File: src/rtl/psum_out_scheduler.sv
// Round-robin, word-granular sequencer draining PE psum lanes into the 1-bit output packer.
// Optional zero padding of the final partial word is enabled by defining PSUM_SCHED_PAD_EN.
module psum_out_scheduler #(
  parameter int NUM_LANES    = 4,
  parameter int WORD_BITS    = 32,
  parameter int CREDIT_DEPTH = 8,
  parameter int LEN_WIDTH    = 16
) (
  input  logic                 clk,
  input  logic                 rst_n,
  input  logic                 cfg_start,
  input  logic [1:0]           cfg_operation,
  input  logic [LEN_WIDTH-1:0] cfg_bits_per_lane,
  input  logic [NUM_LANES-1:0] lane_valid,
  input  logic [NUM_LANES-1:0] lane_data,
  output logic [NUM_LANES-1:0] lane_ready,
  input  logic                 word_consumed,
  output logic [1:0]           pk_operation,
  output logic                 pk_in_valid,
  output logic                 pk_in_data,
  output logic                 pk_layer_finish,
  output logic                 busy,
  output logic                 done
);

  localparam int LANE_W = (NUM_LANES > 1) ? $clog2(NUM_LANES) : 1;
  localparam int IDX_W  = (WORD_BITS > 1) ? $clog2(WORD_BITS) : 1;
  localparam int CRED_W = $clog2(CREDIT_DEPTH + 1);
  localparam logic [IDX_W-1:0]  IDX_LAST  = IDX_W'(WORD_BITS - 1);
  localparam logic [CRED_W-1:0] CRED_MAX  = CRED_W'(CREDIT_DEPTH);
  localparam logic [LANE_W-1:0] LANE_LAST = LANE_W'(NUM_LANES - 1);

  typedef enum logic [2:0] {
    ST_IDLE   = 3'd0,
    ST_ISSUE  = 3'd1,
    ST_FLUSH  = 3'd2,
    ST_FINISH = 3'd3
`ifdef PSUM_SCHED_PAD_EN
    , ST_PAD  = 3'd4
`endif
  } state_t;

  state_t               state_r;
  logic [LEN_WIDTH-1:0] rem_r [NUM_LANES];
  logic [IDX_W-1:0]     idx_r;
  logic [CRED_W-1:0]    credit_r;
  logic [LANE_W-1:0]    rr_ptr_r;
  logic [LANE_W-1:0]    grant_r;
  logic                 grant_valid_r;
  logic [1:0]           pk_operation_r;
  logic                 pk_in_valid_r;
  logic                 pk_in_data_r;
  logic                 pk_layer_finish_r;
  logic                 busy_r;
  logic                 done_r;

  logic [NUM_LANES-1:0] lane_ready_s;
  logic                 transfer_s;
  logic                 bit_s;
  logic                 all_zero_s;
  logic                 win_found_s;
  logic [LANE_W-1:0]    win_lane_s;
  logic [LANE_W-1:0]    cand_s;
  logic                 hit_s;
  logic                 credit_dec_s;
  logic [CRED_W-1:0]    credit_next_s;

  // lane_ready is a pure decode of registered state, so no input reaches it combinationally
  always_comb begin
    all_zero_s = 1'b1;
    for (int g = 0; g < NUM_LANES; g++) begin
      lane_ready_s[g] = (state_r == ST_ISSUE) && grant_valid_r && (grant_r == LANE_W'(g)) &&
                        (rem_r[g] != '0) && ((idx_r != '0) || (credit_r != '0));
      all_zero_s = all_zero_s & (rem_r[g] == '0);
    end
    transfer_s = |(lane_valid & lane_ready_s);
    bit_s      = lane_data[grant_r];
  end

  // round-robin search starting at rr_ptr for a valid lane that still owes bits
  always_comb begin
    win_found_s = 1'b0;
    win_lane_s  = '0;
    cand_s      = '0;
    hit_s       = 1'b0;
    for (int i = 0; i < NUM_LANES; i++) begin
      cand_s      = LANE_W'((int'(rr_ptr_r) + i) % NUM_LANES);
      hit_s       = !win_found_s && lane_valid[cand_s] && (rem_r[cand_s] != '0);
      win_lane_s  = hit_s ? cand_s : win_lane_s;
      win_found_s = win_found_s | hit_s;
    end
  end

  // a word start spends one credit; a pop returns one, saturating at the buffer depth
  always_comb begin
    credit_dec_s = transfer_s && (idx_r == '0);
    case ({word_consumed, credit_dec_s})
      2'b10:   credit_next_s = (credit_r != CRED_MAX) ? credit_r + CRED_W'(1) : credit_r;
      2'b01:   credit_next_s = credit_r - CRED_W'(1);
      default: credit_next_s = credit_r;
    endcase
  end

  // layer sequencing FSM with grant lock and registered packer outputs
  always_ff @(posedge clk or negedge rst_n) begin
    if (!rst_n) begin
      state_r           <= ST_IDLE;
      for (int i = 0; i < NUM_LANES; i++) rem_r[i] <= '0;
      idx_r             <= '0;
      credit_r          <= CRED_MAX;
      rr_ptr_r          <= '0;
      grant_r           <= '0;
      grant_valid_r     <= 1'b0;
      pk_operation_r    <= 2'b00;
      pk_in_valid_r     <= 1'b0;
      pk_in_data_r      <= 1'b0;
      pk_layer_finish_r <= 1'b0;
      busy_r            <= 1'b0;
      done_r            <= 1'b0;
    end else begin
      credit_r          <= credit_next_s;
      pk_in_valid_r     <= 1'b0;
      pk_in_data_r      <= 1'b0;
      pk_layer_finish_r <= 1'b0;
      done_r            <= 1'b0;
      case (state_r)
        ST_IDLE: begin
          if (cfg_start) begin
            for (int i = 0; i < NUM_LANES; i++) rem_r[i] <= cfg_bits_per_lane;
            pk_operation_r <= cfg_operation;
            busy_r         <= 1'b1;
            grant_valid_r  <= 1'b0;
            state_r        <= (cfg_bits_per_lane == '0) ? ST_FLUSH : ST_ISSUE;
          end
        end
        ST_ISSUE: begin
          if (all_zero_s) begin
            grant_valid_r <= 1'b0;
`ifdef PSUM_SCHED_PAD_EN
            state_r       <= (idx_r != '0) ? ST_PAD : ST_FLUSH;
`else
            state_r       <= ST_FLUSH;
`endif
          end else if (!grant_valid_r) begin
            if (win_found_s) begin
              grant_r       <= win_lane_s;
              grant_valid_r <= 1'b1;
              rr_ptr_r      <= (win_lane_s == LANE_LAST) ? '0 : win_lane_s + LANE_W'(1);
            end
          end else if (transfer_s) begin
            rem_r[grant_r] <= rem_r[grant_r] - LEN_WIDTH'(1);
            idx_r          <= (idx_r == IDX_LAST) ? '0 : idx_r + IDX_W'(1);
            pk_in_valid_r  <= 1'b1;
            pk_in_data_r   <= bit_s;
            // release at word end or lane exhaustion; a mid-word release keeps filling the word
            if ((idx_r == IDX_LAST) || (rem_r[grant_r] == LEN_WIDTH'(1))) grant_valid_r <= 1'b0;
          end
        end
`ifdef PSUM_SCHED_PAD_EN
        ST_PAD: begin
          pk_in_valid_r <= 1'b1;
          idx_r         <= (idx_r == IDX_LAST) ? '0 : idx_r + IDX_W'(1);
          if (idx_r == IDX_LAST) state_r <= ST_FLUSH;
        end
`endif
        ST_FLUSH: begin
          state_r <= ST_FINISH;
        end
        ST_FINISH: begin
          pk_layer_finish_r <= 1'b1;
          done_r            <= 1'b1;
          busy_r            <= 1'b0;
          idx_r             <= '0;
          state_r           <= ST_IDLE;
        end
        default: begin
          state_r <= ST_IDLE;
        end
      endcase
    end
  end

  assign lane_ready      = lane_ready_s;
  assign pk_operation    = pk_operation_r;
  assign pk_in_valid     = pk_in_valid_r;
  assign pk_in_data      = pk_in_data_r;
  assign pk_layer_finish = pk_layer_finish_r;
  assign busy            = busy_r;
  assign done            = done_r;

endmodule

File: config.mk
export PLATFORM = sky130hd
export DESIGN_NAME = psum_out_scheduler
export DESIGN_NICKNAME = d
export VERILOG_FILES = /design/src/rtl/psum_out_scheduler.sv
export SDC_FILE = /design/constraint.sdc
export NUM_CORES = 1
export LEC_CHECK = 0
export CAP_MARGIN = 20
export CELL_PAD_IN_SITES_DETAIL_PLACEMENT = 0
export CELL_PAD_IN_SITES_GLOBAL_PLACEMENT = 2
export CORE_MARGIN = 2
export CORE_UTILIZATION = 39
export DETAILED_ROUTE_END_ITERATION = 10
export MAX_ROUTING_LAYER = met4
export PLACE_DENSITY = 0.78
export SETUP_SLACK_MARGIN = 0.1
export SLEW_MARGIN = 30
export SYNTH_ARGS = -nofsm -noshare
export SYNTH_HDL_FRONTEND = slang
export SYNTH_SLANG_ARGS = --single-unit
File: constraint.sdc
create_clock -name clk -period 4.4 [get_ports clk]
set_clock_uncertainty 0.05 [all_clocks]
set_input_delay 0.44 -clock clk [delete_from_list [all_inputs] [get_ports clk]]
set_output_delay 0.44 -clock clk [all_outputs]
set_load 0.03 [all_outputs]
* After elaboration in Yosys (flattened, before gate mapping)
Index checks and enable logic that the tools add are counted.
** Word-level totals
- Word-level logic and storage cells :: 191
- Register bits :: 87
** Operators by class
- Add/sub/neg operators :: 8
- Equal/unequal tests :: 18
- Reduce and logical (&&, ||, !) cells :: 58
- Bitwise logic cells :: 14
- Multiplexer cells :: 67
- Order comparisons :: 11
** Operators by type and width (count)
- 64-bit two-way mux :: 4
- 16-bit two-way mux :: 11
- 16-bit binary-select mux with 2-bit select :: 5
- 64-bit one-hot mux with 2 select lines :: 1
- 16-bit nonzero test :: 8
- 16-bit logical NOT :: 5
- 64-bit bitwise mux :: 1
- 16-bit demux with 2-bit select :: 1
- 1-bit logical AND :: 22
- 1-bit two-way mux :: 21
- 5-bit two-way mux :: 4
- 16-bit by 1-bit equality test with 1-bit output (second input constant) :: 1
- 16-bit by 1-bit subtractor with 16-bit output (second input constant) :: 1
- 3-bit greater-or-equal comparator (second input constant) :: 5
- 2-bit by 3-bit < comparator with 1-bit output (second input constant) :: 5
- 2-bit inverter with 3-bit output :: 5
- 2-bit two-way mux :: 6
- 2-bit inequality test (second input constant) :: 6
- 1-bit binary-select mux with 2-bit select :: 5
- 5-bit one-hot mux with 2 select lines :: 1
- 2-bit AND reduction :: 5
- 3-bit one-hot mux with 3 select lines :: 1
- 2-bit equality test (second input constant) :: 4
- 4-bit one-hot mux with 2 select lines :: 1
- other kinds (29) :: 47

* Longest topological paths before layout
Gate-level depths: netlist of the first run.
- Depth in word-level cells :: 22
- Depth in mapped cells :: 14

* Worst setup path before layout of the first run
Ideal clock, no wire load.
- Path kind :: register -> register
- Start :: register rem_r[32] (netlist name)
- End :: register credit_r[3]
- Cell stages (with the launch flop) :: 13
- Period minus slack after synthesis :: 3630 ps
- Data arrival time :: 3506 ps
- Path slack :: 770 ps
- Path through :: dfrtp_1 or4_4 o41a_1 mux4_2 nand2_4 or2_2 inv_1 ha_1 a21o_1 a21o_1 or2_2 mux2_1 mux2i_1
** Between the ends
- Word-level cells in the longest chain between the ends :: 9
** RTL lines
- start: declaration :: line 44 : logic [LEN_WIDTH-1:0] rem_r [NUM_LANES];
- start signal: indexed assignment :: line 151 : rem_r[grant_r] <= rem_r[grant_r] - LEN_WIDTH'(1);
- 16-bit nonzero test (*) :: line 73 : (rem_r[g] != '0) && ((idx_r != '0) || (credit_r != '0));
- 1-bit logical AND (*) :: line 72 : lane_ready_s[g] = (state_r == ST_ISSUE) && grant_valid_r && (grant_r == LANE_W'(g)) &&
- 1-bit logical AND (*) :: line 73
- 4-bit bitwise AND (*) :: line 76 : transfer_s = |(lane_valid & lane_ready_s);
- 4-bit OR reduction (*) :: line 76
- 1-bit logical AND (*) :: line 96 : credit_dec_s = transfer_s && (idx_r == '0);
- 2-bit equality test / 2-bit by 1-bit equality test with 1-bit output (equally long branches) :: line 97 : case ({word_consumed, credit_dec_s})
- 2-bit inequality test (no line) / 2-bit nonzero test (equally long branches)
- 2-bit AND reduction (no line)
- end signal: assignment :: line 121 : credit_r <= credit_next_s;
- end: declaration :: line 46 : logic [CRED_W-1:0] credit_r;
Every way passes the cells marked *; elsewhere a longest branch is shown, timed or not.
A chain may end at the register's enable or synchronous reset.

* Final worst setup path of the first run
- Start :: register rem_r[35] (netlist name)
- End :: register credit_r[3]
The elaborated chain is that of the path after synthesis.

==> results by group, run 1 <==
Status
  – Status: completed

Synth
  – Top FF cell, synth: dfrtp_1
  – Post-synth EDFFs: 0
  – Mapped Cells: approximately 480
  – Sequential area share after synthesis: around two fifths
  – Mapped Nets: 526
  – Share of synthesized registers carrying an async set or reset: 100.0%
  – Post-synth cell types: 72
  – Syn_area_per_cell: around 11 um2
  – Mapped Area: between 0.005 and 0.006 mm2
  – Syn. warnings: 0
  – Seq cells post-synth: 86

Critical path
  – CP Data Arrival Time: a little over 4 ns
  – Top delay family on crit path: simple AND/OR/NAND/NOR gates
  – Crit path max fanout: 6
  – Worst reg2reg path endpoint: credit_r[3]
  – Flop2flop setup slack: between 0.5 and 0.6 ns
  – Worst r2r src: rem_r[35]
  – Critical path class: reg -> reg
  – Worst EP required: 4.63 ns
  – Bufs and invs on worst path: 1
  – Reg2reg path depth: 12
  – Worst-path cell chain: or4_1 > o41a_1 > mux4_2 > nand2_4 > or2_2 > inv_1 > ha_1 > a21o_1 > a21o_1 > or2_2 > mux2_1 > mux2i_1
  – Startpoint Class: flop
  – CP max-delay cell: or4_1
  – Max stage delay on crit path: about 0.63 ns
  – Setup crit end kind: flop

Pwr
  – Total Power: around 5.2 mW
  – P_sw: roughly 2.4 mW
  – Cell Pwr Density: 836.0 mW/mm2
  – Comb power frac: 55.4%
  – Int Power: 2.863 mW
  – Sequential Power Share: roughly 30%
  – Pleak: approximately 2.5 nW
  – VDD IR max: slightly below 0.3 mV
  – Switching portion of total power: a little under half
  – Clock power frac: between 15 and 20%

Placed design
  – Placed Instances: approximately 700
  – Port buffer count: 40
  – Final HPWL DP: between 10000 and 15000 um
  – Pre-CTS WS: about 0.51 ns
  – GPL Wtd Cong: ~0.90

STA
  – Max-slew violation count: 0
  – Setup TNS: 0 ns
  – RSZ-0062 raised after global routing: false
  – Hold slack: between 0.0002 and 0.0003 ns
  – Fmax: roughly 260 MHz
  – Hold Vio Cnt, Final: 0
  – Slew HR: 40.28%
  – Final Cycle Share: around 90%
  – Worst Tran Pin Value: ~0.89 ns
  – Final setup fails: 0
  – Worst Setup Slack, final: 0.5029 ns
  – Final min period: 3.897 ns

Min path
  – Hold Path Class: in -> async

GRT
  – Vias in the first global route: 4351
  – Largest net degree at the start of global routing: 50
  – Initial antenna violation count: 0
  – First-pass GRT wire length: around 25000 um
  – Gr usage total: a little under a quarter
  – Global route overflow: 0

Run
  – Maxcap violations: 0

Detailed routing
  – Residual DRC: 0
  – Drt wl/cell: approximately 22 um
  – DRT Pass-1 Iters: 6
  – WL final: roughly 16000 um
  – Iteration-0 DRC Markers: slightly below 500
  – Vias: about 4400
  – DRT antenna net count: 0
  – Via density per instance: between 6 and 7

Floorplanning
  – Die X: around 120 um
  – Io pins: between 40 and 50
  – Die Ht: around 120 um
  – Die area: approximately 0.014 mm2
  – Initial Util: approximately two fifths
  – Core Area: 0.01324 mm2
  – Site row count: 42

Clock network
  – # resized after CTS: 0
  – CTS root buf: clkbuf_16
  – H-tree levels: 3
  – CTS Buf Count: 9
  – Post-CTS Setup Bufs: 0
  – Buffer depth of the longest clock path: 2
  – CTS tree: yes
  – # clock sinks: 86
  – Clk slew on worst S/H paths: ~0.07 ns
  – Hold-fix buffers, CTS: 0
  – Clock network latency to the later pin of the worst-skew pair: ~0.35 ns

Finish
  – Final #Nets: approximately 580
  – Ratio of cells with drive above 1 in the final layout: roughly a fifth
  – ANT cells: 0
  – Layout area overhead: 18.26%
  – Non-Filler Instances: ~700
==> worst register-to-register path: stages, from the launching register on <==
cell	delay, ns
dfrtp_1	0.38
or4_1	0.63
o41a_1	0.52
mux4_2	0.61
nand2_4	0.13
or2_2	0.13
inv_1	0.06
ha_1	0.26
a21o_1	0.17
a21o_1	0.19
or2_2	0.28
mux2_1	0.29
mux2i_1	0.12
==> per-stage QoR <==
step	area [um2]	utilization [%]
2_1_floorplan	5278	-
3_3_place_gp	5942	44.87
3_5_place_dp	5942	44.87
4_1_cts	6241	47.13
5_1_grt	6241	47.13
6_report	6241	47.13
==> state kept, by name, indices dropped and copies added (netlist names), named ones only <==
register       count
grant_valid_r      1
busy               1
pk_in_valid        1
grant_r            2
credit_r           4
pk_operation       2
pk_in_data         1
idx_r              5
rr_ptr_r           1
state_r            2
rem_r             64
done               1
==> power by group through the flow <==
stage / sequential, mW / combinational (mW) / clock, mW
global placement: 1.53 / 2.85 / 0
global route: 1.58 / 3.14 / 0.842
finish: 1.54 / 2.89 / 0.787
CTS: 1.53 / 2.90 / 0.807
detailed placement: 1.54 / 2.87 / 0
floorplan: 1.45 / 2.08 / 0
==> routing by layer <==
metal | part of all wire [%] | vias to the layer above | track usage [%]
met5 | 0 | - | -
met4 | 3.5 | 0 | 9.302
met3 | 6.2 | 41 | 6.132
met2 | 46 | 178 | 35.58
met1 | 44 | 2169 | 30.92
li1 | - | 1978 | -
==> logic make-up (layout without fill, tap and decap cells) <==
family / Yosys count / count (layout) / synth area share, %
buffers and inverters: 43 / 98 / 3.509
muxes: 66 / 66 / 17.88
AOI/OAI and AO/OA: 135 / 135 / 18.07
DFF: 86 / 86 / 40.80
adders and majority gates: 12 / 12 / 2.987
xor gates and xnor gates: 17 / 17 / 2.821
and+or+nand+nor: 125 / 125 / 13.94
==> worst max path at each step <==
stage                   start     endpoint  slack, ns  depth (start not counted)
finish              rem_r[35]  credit_r[3]       0.50                         12
global route        rem_r[35]  credit_r[3]       0.34                         12
CTS                 rem_r[35]  credit_r[3]       0.50                         12
detailed placement  rem_r[36]  credit_r[3]       0.51                         12
global placement    rem_r[35]  credit_r[3]       0.58                         12
floorplan           rem_r[32]  credit_r[3]       0.77                         12
==> cells in the final DEF, fill, tap and decap left out, drive strengths merged, types with 5 or more instances in the layout <==
cell | Yosys | layout
buf | 8 | 19
nor3 | 8 | 8
clkdlybuf4s50 | 0 | 39
nor4 | 20 | 20
a21o | 6 | 6
inv | 24 | 25
nand4 | 11 | 11
and3 | 8 | 8
clkbuf | 11 | 9
xor2 | 13 | 13
o211ai | 15 | 15
o21a | 13 | 13
nand2 | 31 | 31
ha | 11 | 11
mux4 | 18 | 18
a21oi | 15 | 15
mux2 | 43 | 43
or4 | 6 | 6
nor2 | 12 | 12
mux2i | 5 | 5
dfrtp | 85 | 85
o21ai | 48 | 48
nand3 | 11 | 11
==> layout make-up <==
cell class | instances | area (um2)
Sequential cell | 86 | 2153
Fill cell | 1269 | 7002
Clock inverter | 7 | 73.82
Tap cell | 176 | 220.2
Multi-Input combinational cell | 355 | 2943
Timing Repair Buffer | 58 | 533.0
Clock buffer | 9 | 225.2
Inverter | 24 | 92.59
==> synth_stat cells, drive strengths merged, types with 2 or more instances <==
cell      n  area share, %
nand3    11            1.1
o21a     13            1.8
mux4     18            7.7
nand4    11            1.3
a41oi     3           0.50
nor3      8            1.0
xor2     13            2.2
mux2     43            9.2
nor3b     4           0.66
a221o     4           0.76
xnor2     4           0.66
and3      8           0.95
or4       6            1.0
nor2     12           0.85
ha       11            2.6
mux2i     5           0.95
o221a     4           0.85
or2       2           0.24
nand4b    2           0.33
nor2b     3           0.36
nand2    31            2.5
nor4     20            2.5
a22o      4           0.66
a21oi    15            1.6
buf       8           0.97
o21ai    48            4.7
dfrtp    85             40
o41ai     2           0.62
clkbuf   11           0.78
inv      24            1.8
a21o      6           0.85
o31ai     4           0.57
o2bb2ai   2           0.33
o211ai   15            2.1
or3       2           0.24
Power figures use the tool's default switching activity.
==> run 2, diff against run 1 <==
Clock period 4.4 ns to 4 ns, I/O delays scaled along.
==> run 2 against run 1 <==
Compared with the run above:
- register-to-register slack got worse by 0.24 ns
- via count shrank 0.41%
- final cell count rose by 0.98%
- critical endpoint unchanged
- die area stayed put
==> results by group, run 2 (same netlist as run 1, synthesis figures left out) <==
STA
  – Worst Tran Pin Value: 0.8945 ns (+0.001100 ns)
  – Setup TNS: 0 ns (unchanged)
  – Hold slack: 0.1011 ns (+0.1009 ns)
  – Final Cycle Share: 93.53% (+5.0 points)
  – Final min period: 3.741 ns (-0.1560 ns)
  – Fmax: 267.3 MHz (+4.2%)
  – Slew HR: 40.20% (-0.073 points)
  – Hold Vio Cnt, Final: 0 (unchanged)
  – Max-slew violation count: 0 (unchanged)
  – Final setup fails: 0 (unchanged)
  – RSZ-0062 raised after global routing: false

Detailed routing
  – Iteration-0 DRC Markers: 357 (-27%)
  – Vias: 4348 (-0.41%)
  – Via density per instance: 6.022 (-1.4%)
  – Residual DRC: 0 (unchanged)
  – DRT antenna net count: 0 (unchanged)
  – DRT Pass-1 Iters: 5 (-1)
  – WL final: 16140 um (+1.9%)
  – Drt wl/cell: 22.35 um (+0.94%)

Clock network
  – H-tree levels: 3 (unchanged)
  – Buffer depth of the longest clock path: 2 (unchanged)
  – CTS Buf Count: 9 (unchanged)
  – Clk slew on worst S/H paths: 0.07 ns (about the same)
  – # clock sinks: 86 (unchanged)
  – CTS root buf: clkbuf_16
  – CTS tree: yes
  – Clock network latency to the later pin of the worst-skew pair: 0.36 ns (about the same)
  – Hold-fix buffers, CTS: 0 (unchanged)

Critical path
  – Setup crit end: credit_r[3]
  – Crit path max fanout: 4 (-2)
  – Startpoint Class: flop
  – Worst r2r src: rem_r[32]
  – Reg2reg path depth: 12 (unchanged)
  – Worst EP required: 4.24 ns (-0.39 ns)
  – Worst Setup SP: rem_r[32]
  – Critical path class: reg -> reg
  – Setup crit end kind: flop
  – Worst reg2reg path endpoint: credit_r[3]
  – CP Data Arrival Time: 3.98 ns (-0.15 ns)
  – Flop2flop setup slack: 0.26 ns (-0.24 ns)

GRT
  – Largest net degree at the start of global routing: 65 (+30%)
  – Initial antenna violation count: 0 (unchanged)
  – Vias in the first global route: 4451 (+2.3%)
  – GR met1 Demand/Resource: 31.90% (+0.98 points)
  – Global route overflow: 0 (unchanged)
  – Gr usage total: 24.52% (+0.81 points)
  – First-pass GRT wire length: 25920 um (+3.9%)
  – Met2 Use GR: 39.17% (+3.6 points)
  – GR Util met3: 5.047% (-1.1 points)
  – Layer with the highest usage: met2

Finish
  – Most common cell after layout, fill and taps aside: dfrtp_1
  – Largest register FFs: 64 (unchanged)
  – Post-layout util: 47.95% (+0.82 points)
  – ANT cells: 0 (unchanged)
  – Non-Filler Instances: 722 (+0.98%)
  – Largest registers: rem_r: 64 flops, idx_r: 5 flops, credit_r: 4 flops
  – Final #Nets: 583 (+1.2%)
  – Post-route cell area: 0.006350 mm2 (+1.7%)
  – Fillers: 1298 (+2.3%)
  – Layout area overhead: 20.32%
  – Most frequent cells in the layout: dfrtp_1, o21ai_0, clkdlybuf4s50_1, mux2_2, nand2_1
  – Most flops, register: rem_r
  – Ratio of cells with drive above 1 in the final layout: 21.61% (+0.83 points)

Run
  – Maxcap violations: 0 (unchanged)

Placed design
  – DP Area: 0.005969 mm2 (+0.46%)
  – Placed Instances: 701 (+0.29%)
  – Port buffer count: 40 (unchanged)
  – GPL Wtd Cong: 0.8770 (-2.6%)
  – Final HPWL DP: 11760 um (+1.6%)

Min path
  – Hold Path Class: in -> async

Pwr
  – P_sw: 2.600 mW (+10%)
  – Sequential Power Share: 29.5% (about the same)
  – Comb power frac: 53.8% (-1.6 points)
  – Pleak: 2.602 nW (+2.3%)
  – Cell Pwr Density: 930.4 mW/mm2 (+11%)
  – Int Power: 3.308 mW (+16%)
  – Clock power frac: 16.7% (+1.6 points)
  – VDD IR max: 0.4037 mV (+37%)
  – Switching portion of total power: 44.01% (-1.1 points)

Floorplanning
  – Initial Util: 39.85% (unchanged)
  – Core Area: 0.01324 mm2 (unchanged)
  – Die area: 0.01448 mm2 (unchanged)
  – Die Ht: 120.3 um (unchanged)
  – Io pins: 41 (unchanged)
  – Die X: 120.3 um (unchanged)
  – Site row count: 42 (unchanged)

Status
  – Status: completed
-- run 2: power by group through the flow --
stage	registers (mW)	logic, mW	clock network, mW
2_1_floorplan	1.60	2.29	0
3_3_place_gp	1.73	3.11	0
3_5_place_dp	1.74	3.15	0
4_1_cts	1.72	3.17	1.01
5_1_grt	1.80	3.44	1.04
6_report	1.74	3.18	0.988
-- run 2: critical path: stages (launching register included) --
cell and delay (ns):
dfrtp_1 0.41, or4_4 0.57, o41a_1 0.49, mux4_2 0.54, nand2_4 0.11, or2_2 0.12
inv_1 0.06, ha_1 0.27, a21o_1 0.17, a21o_1 0.19, or2_2 0.29, mux2_1 0.28
mux2i_1 0.12
-- run 2: worst min path at each step --
stage                    start              end  depth (start not counted)
4_1_cts                  rst_n         rem_r[0]                          1
3_5_place_dp   pk_operation[0]  pk_operation[0]                          1
5_1_grt                  rst_n        rem_r[55]                          1
2_1_floorplan            rst_n        async pin                          0
6_report                 rst_n        rem_r[55]                          1
3_3_place_gp   pk_operation[0]  pk_operation[0]                          1
-- run 2: what timing repair did --
| action | 4_1_cts | 5_1_grt |
|---|---|---|
| gates resized for setup | 0 | 1 |
| buffers inserted | 0 | 5 |
| endpoints found under the setup margin | 0 | 1 |
-- run 2: layout make-up --
cell class              count  area, um2  area share, %
multi-input cells         355       2947          46.40
inverters                  24      92.59          1.458
repair buffers             65      598.1          9.419
clock buffers              11      232.7          3.665
flip-flops and latches     86       2153          33.91
well taps                 176      220.2          3.468
clock inverters             5      106.4          1.675
-- run 2: per-layer routing --
metal | vias up | share of wire (%)
met3 | 18 | 4.6
met2 | 118 | 49
met5 | - | 0
met4 | 0 | 1.3
li1 | 1990 | -
met1 | 2222 | 45
-- run 2: per-stage QoR --
stage          total power [mW]  setup slack, ns
2_1_floorplan             3.885           0.3696
6_report                  5.908           0.2589
3_5_place_dp              4.885           0.1636
3_3_place_gp              4.837           0.2229
5_1_grt                   6.286           0.1076
4_1_cts                   5.905           0.1492
